[config.mk]
export PLATFORM = sky130hd
export DESIGN_NAME = pipe_stage_skid
export DESIGN_NICKNAME = d
export VERILOG_FILES = /design/src/rtl/pipe_pkg.sv /design/src/rtl/sat_counter.sv /design/src/rtl/pipe_stage_skid.sv
export SDC_FILE = /design/constraint.sdc
export NUM_CORES = 1
export LEC_CHECK = 0
export ABC_AREA = 1
export CORE_AREA = 2 2 113 198
export DETAILED_ROUTE_END_ITERATION = 6
export DIE_AREA = 0 0 115 200
export GPL_TIMING_DRIVEN = 0
export MAX_ROUTING_LAYER = met4
export PLACE_DENSITY = 0.79
export SYNTH_ARGS = -nofsm -noshare
export SYNTH_HDL_FRONTEND = slang
export SYNTH_HIERARCHICAL = 1
export SYNTH_SLANG_ARGS = --single-unit
[constraint.sdc]
create_clock -name clk -period 1.6 [get_ports clk]
set_input_delay 0.16 -clock clk [delete_from_list [all_inputs] [get_ports clk]]
set_output_delay 0.16 -clock clk [all_outputs]
set_load 0.02 [all_outputs]
[src/rtl/pipe_pkg.sv]
`default_nettype none
// +----------------------------------------------------------------------+
// | pipe_pkg: shared widths, NOP control words and ctrl-bus bit fields   |
// | Rev 1.0                                                              |
// +----------------------------------------------------------------------+
package pipe_pkg;

  localparam int IF_ID_DATA_W  = 64;
  localparam int ID_EX_DATA_W  = 96;
  localparam int EX_MEM_DATA_W = 69;
  localparam int MEM_WB_DATA_W = 69;
  localparam int STAGE_CTRL_W  = 8;

  // Control bus bit positions
  localparam int CTRL_REG_WRITE = 0;
  localparam int CTRL_MEM_TO_REG = 1;
  localparam int CTRL_MEM_WRITE = 2;
  localparam int CTRL_ALU_LSB   = 3;
  localparam int CTRL_ALU_W     = 3;
  localparam int CTRL_ALU_SRC   = 6;
  localparam int CTRL_BRANCH    = 7;

  // Bubble words keep every state-writing bit low
  localparam logic [STAGE_CTRL_W-1:0] BUBBLE_IF_ID  = 8'h00;
  localparam logic [STAGE_CTRL_W-1:0] BUBBLE_ID_EX  = 8'h00;
  localparam logic [STAGE_CTRL_W-1:0] BUBBLE_EX_MEM = 8'h00;
  localparam logic [STAGE_CTRL_W-1:0] BUBBLE_MEM_WB = 8'h00;

  function automatic logic ctrl_writes_state(input logic [STAGE_CTRL_W-1:0] ctrl);
    return ctrl[CTRL_REG_WRITE] | ctrl[CTRL_MEM_WRITE];
  endfunction

endpackage
`default_nettype wire

[src/rtl/sat_counter.sv]
`default_nettype none
// +----------------------------------------------------------------------+
// | sat_counter: up-counter that sticks at its all-ones value            |
// | Rev 1.0                                                              |
// +----------------------------------------------------------------------+
module sat_counter #(
  parameter int W = 16
) (
  input  logic         clk,
  input  logic         rst,
  input  logic         inc,
  output logic [W-1:0] cnt
);

  logic [W-1:0] cnt_q;
  logic [W-1:0] cnt_d;

  always_comb begin
    cnt_d = cnt_q;
    if (inc && (cnt_q != {W{1'b1}})) begin
      cnt_d = cnt_q + W'(1);
    end
  end

  always_ff @(posedge clk) begin
    if (rst) begin
      cnt_q <= '0;
    end else begin
      cnt_q <= cnt_d;
    end
  end

  assign cnt = cnt_q;

endmodule
`default_nettype wire

[src/rtl/pipe_stage_skid.sv]
`default_nettype none
// +----------------------------------------------------------------------+
// | pipe_stage_skid: valid/ready pipeline register with 2-entry skid,    |
// | synchronous flush and saturating stall counter.  Rev 1.0             |
// +----------------------------------------------------------------------+
module pipe_stage_skid
  import pipe_pkg::*;
#(
  parameter int                 DATA_W      = ID_EX_DATA_W,
  parameter int                 CTRL_W      = STAGE_CTRL_W,
  parameter logic [CTRL_W-1:0]  BUBBLE_CTRL = CTRL_W'(BUBBLE_ID_EX),
  parameter int                 CNT_W       = 16
) (
  input  logic              clk,
  input  logic              rst,
  input  logic              flush,
  input  logic              in_valid,
  output logic              in_ready,
  input  logic [DATA_W-1:0] in_data,
  input  logic [CTRL_W-1:0] in_ctrl,
  output logic              out_valid,
  input  logic              out_ready,
  output logic [DATA_W-1:0] out_data,
  output logic [CTRL_W-1:0] out_ctrl,
  output logic [CNT_W-1:0]  stall_cnt
);

  logic              m_valid_q, m_valid_d;
  logic [DATA_W-1:0] m_data_q,  m_data_d;
  logic [CTRL_W-1:0] m_ctrl_q,  m_ctrl_d;
  logic              s_valid_q, s_valid_d;
  logic [DATA_W-1:0] s_data_q,  s_data_d;
  logic [CTRL_W-1:0] s_ctrl_q,  s_ctrl_d;

  logic in_fire;
  logic out_fire;

  // in_ready depends only on the skid flop, so out_ready never reaches it
  assign in_ready  = ~s_valid_q;
  assign out_valid = m_valid_q;
  assign out_data  = m_data_q;
  assign out_ctrl  = m_valid_q ? m_ctrl_q : BUBBLE_CTRL;
  assign in_fire   = in_valid & in_ready;
  assign out_fire  = out_valid & out_ready;

  always_comb begin
    m_valid_d = m_valid_q;
    m_data_d  = m_data_q;
    m_ctrl_d  = m_ctrl_q;
    s_valid_d = s_valid_q;
    s_data_d  = s_data_q;
    s_ctrl_d  = s_ctrl_q;
    if (flush) begin
      m_valid_d = 1'b0;
      s_valid_d = 1'b0;
      m_data_d  = '0;
      m_ctrl_d  = BUBBLE_CTRL;
    end else if (s_valid_q) begin
      if (out_fire) begin
        m_data_d  = s_data_q;
        m_ctrl_d  = s_ctrl_q;
        s_valid_d = 1'b0;
      end
    end else if (in_fire) begin
      if (!m_valid_q || out_fire) begin
        m_valid_d = 1'b1;
        m_data_d  = in_data;
        m_ctrl_d  = in_ctrl;
      end else begin
        // Downstream stalled while main is full: park the entry in skid
        s_valid_d = 1'b1;
        s_data_d  = in_data;
        s_ctrl_d  = in_ctrl;
      end
    end else if (out_fire) begin
      m_valid_d = 1'b0;
    end
  end

  always_ff @(posedge clk) begin
    if (rst) begin
      m_valid_q <= 1'b0;
      m_data_q  <= '0;
      m_ctrl_q  <= '0;
      s_valid_q <= 1'b0;
      s_data_q  <= '0;
      s_ctrl_q  <= '0;
    end else begin
      m_valid_q <= m_valid_d;
      m_data_q  <= m_data_d;
      m_ctrl_q  <= m_ctrl_d;
      s_valid_q <= s_valid_d;
      s_data_q  <= s_data_d;
      s_ctrl_q  <= s_ctrl_d;
    end
  end

  sat_counter #(
    .W (CNT_W)
  ) u_stall_cnt (
    .clk (clk),
    .rst (rst),
    .inc (m_valid_q & ~out_ready),
    .cnt (stall_cnt)
  );

endmodule
`default_nettype wire

==> impl_results.md, run 1 <==
- Sw frac: 0.262
- EDFF count, synth: 0
- ANT cells: 0
- Fin nets: 2,124
- Critical path class: register to output pin
- Leakage: 7.03 nW
- Largest family of logic cells by synthesized area: simple AND/OR/NAND/NOR gates
- H-tree depth: 1
- Top post-synthesis cells by count: nand2_1, nor2_1, inv_1, dfxtp_1, nand3_1
- Post-synthesis mux area share: 0
- R2R Path Start: s_valid_q
- Comb power frac: 0.135
- Final ANT Viol Nets: 0
- Clk_lat worst skew: 0.51 ns
- Final slew viol count: 0
- Detailed Place HPWL: 24.2 mm
- 1st-iter DRT viols: 473
- Setup TNS: 0 ns
- Final std cells w/o fill: 2,278
- Post-synthesis adder-cell area fraction: 0.00116
- Final core occ: 0.659
- Final hold vios: 0
- Clock Power Share: 0.386
- Share of the synthesized area in the top cell type: 0.421
- Top-count cell post-synth: nand2_1
- Layout Skew: 0.0147 ns
- Vias per cell: 4.96
- Worst Hold End: s_data_q[12]
- Clock Path Buffers: 3
- Asr flop ratio synth: 0
- Critical Path RT: 1.44 ns
- Crit path launch type: register
- Area contributors post-synth: dfxtp_1, nand2_1, nor2_1
- Syn avg cell area: 6.12 um2
- Clk slew on worst S/H paths: 0.06 ns
- Simple-Gate Fraction of Synth Area: 0.398
- Area leader, netlist: dfxtp_1
- Core Region: 21,300 um2
- XOR/XNOR share of the synthesized area: 0
- Worst slew pin tran: 0.527 ns
- Design area: 14,000 um2
- Switching pwr: 3.22 mW
- Design Power: 12.3 mW
- Total placed instance area: 13,400 um2
- Clock sink count: 226
- DIE AREA: 23,000 um2
- Flop-to-flop setup slack: 0.06 ns
- Main flop type after synthesis: dfxtp_1
- Initial Utilization: 0.504
- Status: finished clean
- Row cnt: 71
- Power per standard cell area: 873 nW/um2
- Port Buffers: 230
- Synth Area in Compound Gates: 0.0529
- Max Fclk: 645 MHz
- CTS tree: yes
- Num CTS Buffers: 21
- Hold Crit Class: input port to register
- Io pins: 231
- Dpl cells: 2,240
- # DRC: 0
- Hold path startpoint: in_data[12]
- Internal power component: 9.05 mW
- Sequential power share: 0.479
- Drt wl/cell: 14.3 um
- VDD IR max: 0.679 mV
- Crit-path max FO: 5
- Seq/Total Area, Yosys: 0.421
- Worst Reg-to-Reg Cells: 7
- Pre-antenna DRT Iters: 5
- Register bit total from synthesis: 226
- Routed vias: 11,300
- Relative slew slack: 0.648
- Grt total ovfl: 0
- Layout cell share with drive strength beyond 1: 0.0737
- Min Tclk post-route: 1.55 ns
- Synthesized cell area: 10,700 um2
- Final wirelength: 32.5 mm
- Largest net degree at the start of global routing: 15
- Total track usage: 0.288
- Synthesized netlist cell count: 1,755
- Die height: 200 um
- Die width: 115 um
- Reg-to-reg endpoint: out_data[79]
- Number of global-route vias before repair: 11,100
- Clk root buf: clkbuf_16
- Max Cap Viol: 0
- Area delta synth->final: 30.7%
- Final setup violation count: 0
- CP Data Arrival Time: 1.39 ns
- Endpoint class of the critical path: output pin
- First-pass GRT wire length: 51.8 mm
- Initial antenna violation count: 0
- Final worst path period share: 0.969
- Placer Congestion: 0.976
- Synth cell types: 23
- Synth warn: 6
- Hold depth: 5
- Mapped Nets: 1,865
worst max-delay path, cell delays in order (launching register included):
cell and delay [ns]:
dfxtp_4 0.37, buf_6 0.13, nand2_1 0.06, inv_1 0.06, clkdlybuf4s15_2 0.25
cells by family after synthesis:
family,after synthesis
buf+inv,337
fa+ha+maj,1
flops,226
compound gates,113
simple gates,1078
through the flow:
step / hold slack, ns / setup WS, ns
4_1_cts: 0.306 / 0.000192
5_1_grt: 0.345 / -0.00700
3_3_place_gp: 0.448 / -0.736
2_1_floorplan: 0.349 / 0.0859
6_report: 0.317 / 0.0491
3_5_place_dp: 0.458 / -0.729
placed cells by master (no fill, tap or decap), drive strengths merged, types with 3 or more instances in the layout:
cell and n:
a21oi 16, buf 81, clkbuf 68, clkdlybuf4s50 108, dfxtp 226, dlygate4sd2 112, inv 233, nand2 471
nand3 125, nand4 3, nor2 477, o21ai 96
how the worst max path moves through the flow:
stage | startpoint | to | cells past startpoint
after floorplan | out_valid | s_data_q[45] | 7
after global placement | rst | out_valid | 6
after detailed placement | rst | out_data[35] | 6
after CTS | out_data[7] | out_data[7] | 1
after global routing | s_valid_q | out_data[5] | 10
final | out_valid | out_ctrl[3] | 4
state kept, by name, summed over array words and instances, names as in the netlist:
name,cells
m_ctrl_q,8
out_data,96
out_valid,1
s_ctrl_q,8
s_data_q,96
s_valid_q,1
u_stall_cnt/cnt,16
repair_timing:
action | CTS | global route
hold buffers | 0 | 0
setup endpoints to repair | 332 | 222
gates resized for setup | 187 | 45
pin swaps | 2 | 5
buffers inserted | 3 | 3
cloned | 1 | 0
per-layer routing:
metal	track usage	wire length, um	vias to the layer above
met5	-	0	-
met4	0.138	1590	0
met3	0.0326	1390	114
met2	0.548	17500	305
met1	0.286	12100	5158
li1	-	-	5729
layout make-up:
class | instances | area, um2
sequential | 226 | 4530
clock inverter | 2 | 13.8
timing repair buffer | 237 | 2180
tap | 255 | 319
buffer | 104 | 617
fill | 2043 | 7270
clock buffer | 30 | 599
multi-input combinational | 1192 | 4920
inverter | 232 | 871
power by group through the flow:
stage               combinational, mW  sequential, mW  clock [mW]
floorplan                       0.772            6.13           0
detailed placement               1.68            6.00           0
global route                     1.84            5.89        5.00
global placement                 1.65            6.00           0
finish                           1.66            5.87        4.74
CTS                              1.65            5.87        4.79
Note: power is estimated with default switching activity, not from simulation.
==> inputs of run 2 (changes only) <==
CORE_AREA = 2 2 114 199   (was 2 2 113 198)
DIE_AREA = 0 0 116 201   (was 0 0 115 200)
GPL_TIMING_DRIVEN = default   (was 0)
HOLD_SLACK_MARGIN = 0.15   (was default)
PLACE_DENSITY = 0.78   (was 0.79)
==> run 2 against run 1 <==
Effect of this change:
- sequential power barely moved
- setup slack improved by 0.035 ns
- global-route usage fell by 3.2 points
- worst hold slack improved by 0.016 ns
- power rose by 0.72%
- first-iteration DRC count rose by 41%
- critical endpoint is now out_ctrl[0]
- combinational power fell by 2%
- via count fell by 3.8%
- highest routed layer unchanged
- register-to-register slack improved by 0.07 ns
- largest power group unchanged
- critical path depth did not move
- routed wire length fell by 9.9%
==> impl_results.md, run 2 (synthesis results as in run 1) <==
- Status: finished clean
- Design area: 14,100 um2
- Final slew viol count: 0
- Vias per cell: 4.83
- Max Cap Viol: 0
- Pre-antenna DRT Iters: 5
- # DRC: 0
- Final ANT Viol Nets: 0
- Clock sink count: 226
- Met3 WL post-DR: 1.43 mm
- Row cnt: 72
- Die width: 116 um
- Layout cell share with drive strength beyond 1: 0.0532
- Final std cells w/o fill: 2,252
- Die height: 201 um
- Crit path launch type: register
- Final wirelength: 29.3 mm
- Hold path startpoint: in_data[17]
- Wire length on met1: 11.2 mm
- 1st-iter DRT viols: 668
- Clk root buf: clkbuf_16
- Total placed instance area: 13,500 um2
- Layout Skew: 0.00993 ns
- Area delta synth->final: 31.1%
- Power per standard cell area: 877 nW/um2
- First-pass GRT wire length: 47.6 mm
- Final worst path period share: 0.948
- Pre-CTS setup slack: -0.165 ns
- Clk slew on worst S/H paths: 0.06 ns
- Metal2 WL: 15.3 mm
- Core Region: 21,800 um2
- Clock Path Buffers: 3
- Setup TNS: 0 ns
- VDD IR max: 0.910 mV
- Leakage: 7.05 nW
- Critical path class: register to output pin
- Clk_lat worst skew: 0.49 ns
- Io pins: 231
- Drt wl/cell: 13.0 um
- Endpoint class of the critical path: output pin
- RSZ-0062 raised after global routing: no
- Critical Path RT: 1.44 ns
- R2R Path Start: out_valid
- Detailed Place HPWL: 20.0 mm
- Most frequent cells in the layout: nand2_1, nor2_1, inv_1, dfxtp_1, nand3_1
- Top routing layer in use: met4
- Worst slew pin tran: 0.488 ns
- Initial Utilization: 0.493
- Initial antenna violation count: 1
- Final hold vios: 0
- Total track usage: 0.256
- CP Data Arrival Time: 1.36 ns
- Fin nets: 2,054
- Min Tclk post-route: 1.52 ns
- Fillcell total: 2,073
- Relative slew slack: 0.675
- Most common cell after layout, fill and taps aside: nand2_1
- Fin Hold WS: 0.334 ns
- Port Buffers: 230
- Dpl cells: 2,216
- Largest net degree at the start of global routing: 85
- CTS tree: yes
- Routed vias: 10,900
- Placer Congestion: 0.939
- H-tree depth: 1
- Hold Crit Class: input port to register
- Grt total ovfl: 0
- Max Fclk: 660 MHz
- Final worst slack: 0.0840 ns
- Crit-path max FO: 8
- Num CTS Buffers: 21
- Number of global-route vias before repair: 10,200
- Worst setup startpoint: out_valid
- DIE AREA: 23,300 um2
- Final setup violation count: 0
==> run 2: cell types whose count changed in the layout (fill, tap and decap cells not counted), moves of 10 or more <==
| cell | delta |
|---|---|
| clkbuf_1 | -22 |
| dlymetal6s2s_1 | +14 |
| buf_2 | -31 |
| dlygate4sd2_1 | -13 |
| buf_12 | +17 |
| buf_1 | -10 |
==> run 2: final timing paths <==
| kind | depth (start not counted) | endpoint | slack (ns) |
|---|---|---|---|
| min | 5 | s_data_q[17] | 0.33 |
| max reg2reg | 7 | out_data[46] | 0.13 |
| max | 4 | out_ctrl[0] | 0.08 |
| min reg2reg | 2 | s_data_q[29] | 0.47 |
==> run 2: power breakdown <==
group	internal (mW)	leakage (nW)	switching, mW
Clock	2.80	0.322	2.05
Sequential	5.79	1.84	0.0919
Combinational	0.693	4.89	0.929
==> run 2: routing by layer <==
layer,global-route usage,vias up
met2,0.456,293
met1,0.275,4927
met5,-,-
met3,0.0338,71
met4,0.116,0
li1,-,5591
==> run 2: final cells by class <==
class | count | area, um2 | share of cell area
multi-input cells | 1192 | 4910 | 0.348
clock inverters | 3 | 40.0 | 0.00284
clock buffers | 31 | 614 | 0.0436
repair buffers | 271 | 2750 | 0.195
well taps | 296 | 370 | 0.0263
inverters | 232 | 872 | 0.0619
flip-flops and latches | 226 | 4530 | 0.322
diodes | 1 | 2.50 | 0.000178
==> run 2: what timing repair did <==
action                     4_1_cts  5_1_grt
hold buffers                     0        0
gates resized for setup        124       19
pin swaps                        0        1
setup endpoints to repair      107       38
setup buffers                    0        1
==> run 2: per-stage QoR <==
step	util	power, mW
floorplan	-	6.90
global route	0.646	12.9
finish	0.646	12.4
global placement	0.619	7.68
detailed placement	0.619	7.70
CTS	0.644	12.5
==> run 2: worst max-delay path, stage by stage (launching register included) <==
cell and delay, ns:
dfxtp_2 0.35, buf_6 0.14, nand2_1 0.06, inv_1 0.06, clkdlybuf4s15_2 0.26
==> inputs of run 3 (changes only) <==
--- a/config.mk
+++ b/config.mk
@@ -8,5 +8,5 @@
 export ABC_AREA = 1
-export CORE_AREA = 2 2 114 199
+export CORE_AREA = 2 2 108 188
 export DETAILED_ROUTE_END_ITERATION = 6
-export DIE_AREA = 0 0 116 201
+export DIE_AREA = 0 0 110 190
 export HOLD_SLACK_MARGIN = 0.15
@@ -16,3 +16,2 @@
 export SYNTH_HDL_FRONTEND = slang
-export SYNTH_HIERARCHICAL = 1
 export SYNTH_SLANG_ARGS = --single-unit
==> constraint.sdc (replaced) <==
create_clock -name clk -period 1.6 [get_ports clk]
set_input_delay 0.32 -clock clk [delete_from_list [all_inputs] [get_ports clk]]
set_output_delay 0.32 -clock clk [all_outputs]
set_load 0.02 [all_outputs]
==> run 3 against run 2 <==
Effect of this change:
- first-iteration DRC count up 9.3%
- global-route usage up 0.92 points
- fmax down 3.8%
- sequential power about the same
- non-clock buffer count up 14
- synthesized cell count down 26%
- cell area down 9.2%
- critical path type unchanged
- critical endpoint is now out_valid
- largest power group unchanged
- highest routed layer unchanged
==> impl_results.md, run 3 <==
- Status: finished clean
- Hold buffers post-CTS: 0
- # DRC: 0
- Initial Utilization: 0.478
- Drt wl/cell: 15.8 um
- CP Depth: 3
- Clock Path Buffers: 3
- Area leader, netlist: dfxtp_1
- Area contributors post-synth: dfxtp_1, nor2_1, o21ai_0
- RSZ-0062 raised after global routing: yes
- Share of the synthesized area in the top cell type: 0.486
- Die width: 110 um
- H-tree depth: 1
- Final ANT Viol Nets: 0
- Crit path launch type: register
- Worst Path Buf+Inv: 3
- Row cnt: 68
- CP Data Arrival Time: 1.26 ns
- Ordered cell list for the critical path: buf_6, buf_4, buf_2
- CTS tree: yes
- Largest net degree at the start of global routing: 131
- Number of global-route vias before repair: 8,694
- Fillcell total: 1,666
- Seq/Total Area, Yosys: 0.486
- Synthesized netlist cell count: 1,297
- Register bit total from synthesis: 226
- Initial antenna violation count: 0
- Worst slew pin tran: 0.713 ns
- Routed vias: 9,264
- Synth warn: 0
- Asr flop ratio synth: 0
- Leakage: 5.91 nW
- Final worst path period share: 0.985
- Fin nets: 1,625
- Final worst slack: 0.0239 ns
- Pre-CTS setup slack: -0.271 ns
- Io pins: 231
- Final setup violation count: 0
- Hold Crit Class: input port to register
- Main flop type after synthesis: dfxtp_1
- Most frequent cells in the layout: nor2_1, dfxtp_1, nand2_1, o21ai_0, clkdlybuf4s50_1
- Die height: 190 um
- Clk root buf: clkbuf_16
- Worst Reg-to-Reg Cells: 4
- Relative slew slack: 0.525
- Layout Skew: 0.00618 ns
- Power per standard cell area: 939 nW/um2
- Pre-antenna DRT Iters: 7
- DIE AREA: 20,900 um2
- Vias per cell: 5.23
- Most common cell after layout, fill and taps aside: nor2_1
- Endpoint class of the critical path: output pin
- Syn avg cell area: 7.18 um2
- Top post-synthesis cells by count: nor2_1, dfxtp_1, nand2_1, o21ai_0, a21oi_1
- EDFF count, synth: 0
- Final wirelength: 28.0 mm
- Crit-path slowest cell: dfxtp_4
- Detailed Place HPWL: 17.6 mm
- Hold depth: 3
- Top-count cell post-synth: nor2_1
- Mapped Nets: 1,407
- Min Tclk post-route: 1.58 ns
- Max Cap Viol: 0
- Kind of cell adding the most delay to the critical path: buffers and inverters
- Final slew viol count: 0
- Critical path class: register to output pin
- Area of the multi-input gates: 4160 um2
- Layout cell share with drive strength beyond 1: 0.0858
- First-pass GRT wire length: 42.8 mm
- Critical Path RT: 1.28 ns
- Grt total ovfl: 0
- ANT cells: 0
- Synthesized cell area: 9310 um2
- Synth cell types: 26
- Area delta synth->final: 37.5%
- Num CTS Buffers: 21
- Setup TNS: 0 ns
- Max Fclk: 634 MHz
- Crit path largest cell delay: 0.37 ns
- Clock sink count: 226
- Port Buffers: 230
- Core Region: 19,500 um2
- Register area: 4530 um2
- Total track usage: 0.265
- Final hold vios: 0
- Clk_lat worst skew: 0.50 ns
- 1st-iter DRT viols: 730
- VDD IR max: 0.893 mV
- Clk slew on worst S/H paths: 0.06 ns
- Crit-path max FO: 3
- Placer Congestion: 0.916
## run 3: cell count changes in the layout (fill, tap and decap cells not counted), moves of 30 or more
cell | before | now
o21ai_0 | 96 | 192
a21oi_1 | 16 | 67
nor2_1 | 460 | 346
o21ai_1 | 0 | 44
nand2_1 | 468 | 220
inv_1 | 229 | 41
nand3_1 | 125 | 16
mux2i_1 | 0 | 30
## run 3: worst min-delay path, stage by stage
cell	delay, ns
clkdlybuf4s50_1	0.39
inv_1	0.06
a21oi_1	0.05
## run 3: area by class of cell
| type | count | share of cell area |
|---|---|---|
| repair buffers | 285 | 0.232 |
| well taps | 245 | 0.0240 |
| inverters | 50 | 0.0151 |
| clock buffers | 26 | 0.0449 |
| clock inverters | 8 | 0.00528 |
| flip-flops and latches | 226 | 0.354 |
| multi-input cells | 931 | 0.325 |
## run 3: logic make-up after synthesis
kind of cell / count (synthesis) / synth area share
multiplexers: 30 / 0.0323
buffers and inverters: 140 / 0.0690
flip-flops: 226 / 0.486
AO/OA/AOI/OAI: 305 / 0.165
adder cells (fa/ha/maj): 1 / 0.00134
AND/OR/NAND/NOR: 595 / 0.247
## run 3: repair_timing
action,4_1_cts,5_1_grt
gates cloned,2,7
pin swaps,0,4
setup buffers,1,5
setup endpoints to repair,225,70
gates resized for setup,159,49
## run 3: worst paths after layout
check	startpoint	endpoint	slack, ns
setup / recovery	out_valid	out_valid	0.02
hold reg to reg	out_data[22]	out_data[22]	0.48
hold / removal	in_data[70]	s_data_q[70]	0.38
setup reg to reg	s_valid_q	out_data[90]	0.06
## run 3: power by group
part	internal [mW]	switching [mW]
registers	5.78	0.0869
logic	0.609	0.727
clock network	2.69	2.12
## run 3: metrics by stage
| step | hold slack, ns | cell area (um2) | total power [mW] | cells | util |
|---|---|---|---|---|---|
| 3_3_place_gp | 0.461 | 12000 | 7.37 | 1722 | 0.618 |
| 2_1_floorplan | 0.389 | 9310 | 6.63 | 1297 | - |
| 5_1_grt | 0.406 | 12800 | 12.5 | 1771 | 0.657 |
| 6_report | 0.376 | 12800 | 12.0 | 1771 | 0.657 |
| 3_5_place_dp | 0.474 | 12000 | 7.39 | 1722 | 0.618 |
| 4_1_cts | 0.368 | 12600 | 12.1 | 1759 | 0.646 |
## run 3: layer usage
metal / GRT usage / wire length, um
met4: 0.108 / 1120
met1: 0.288 / 10700
met3: 0.0411 / 1710
met2: 0.469 / 14500
met5: - / 0
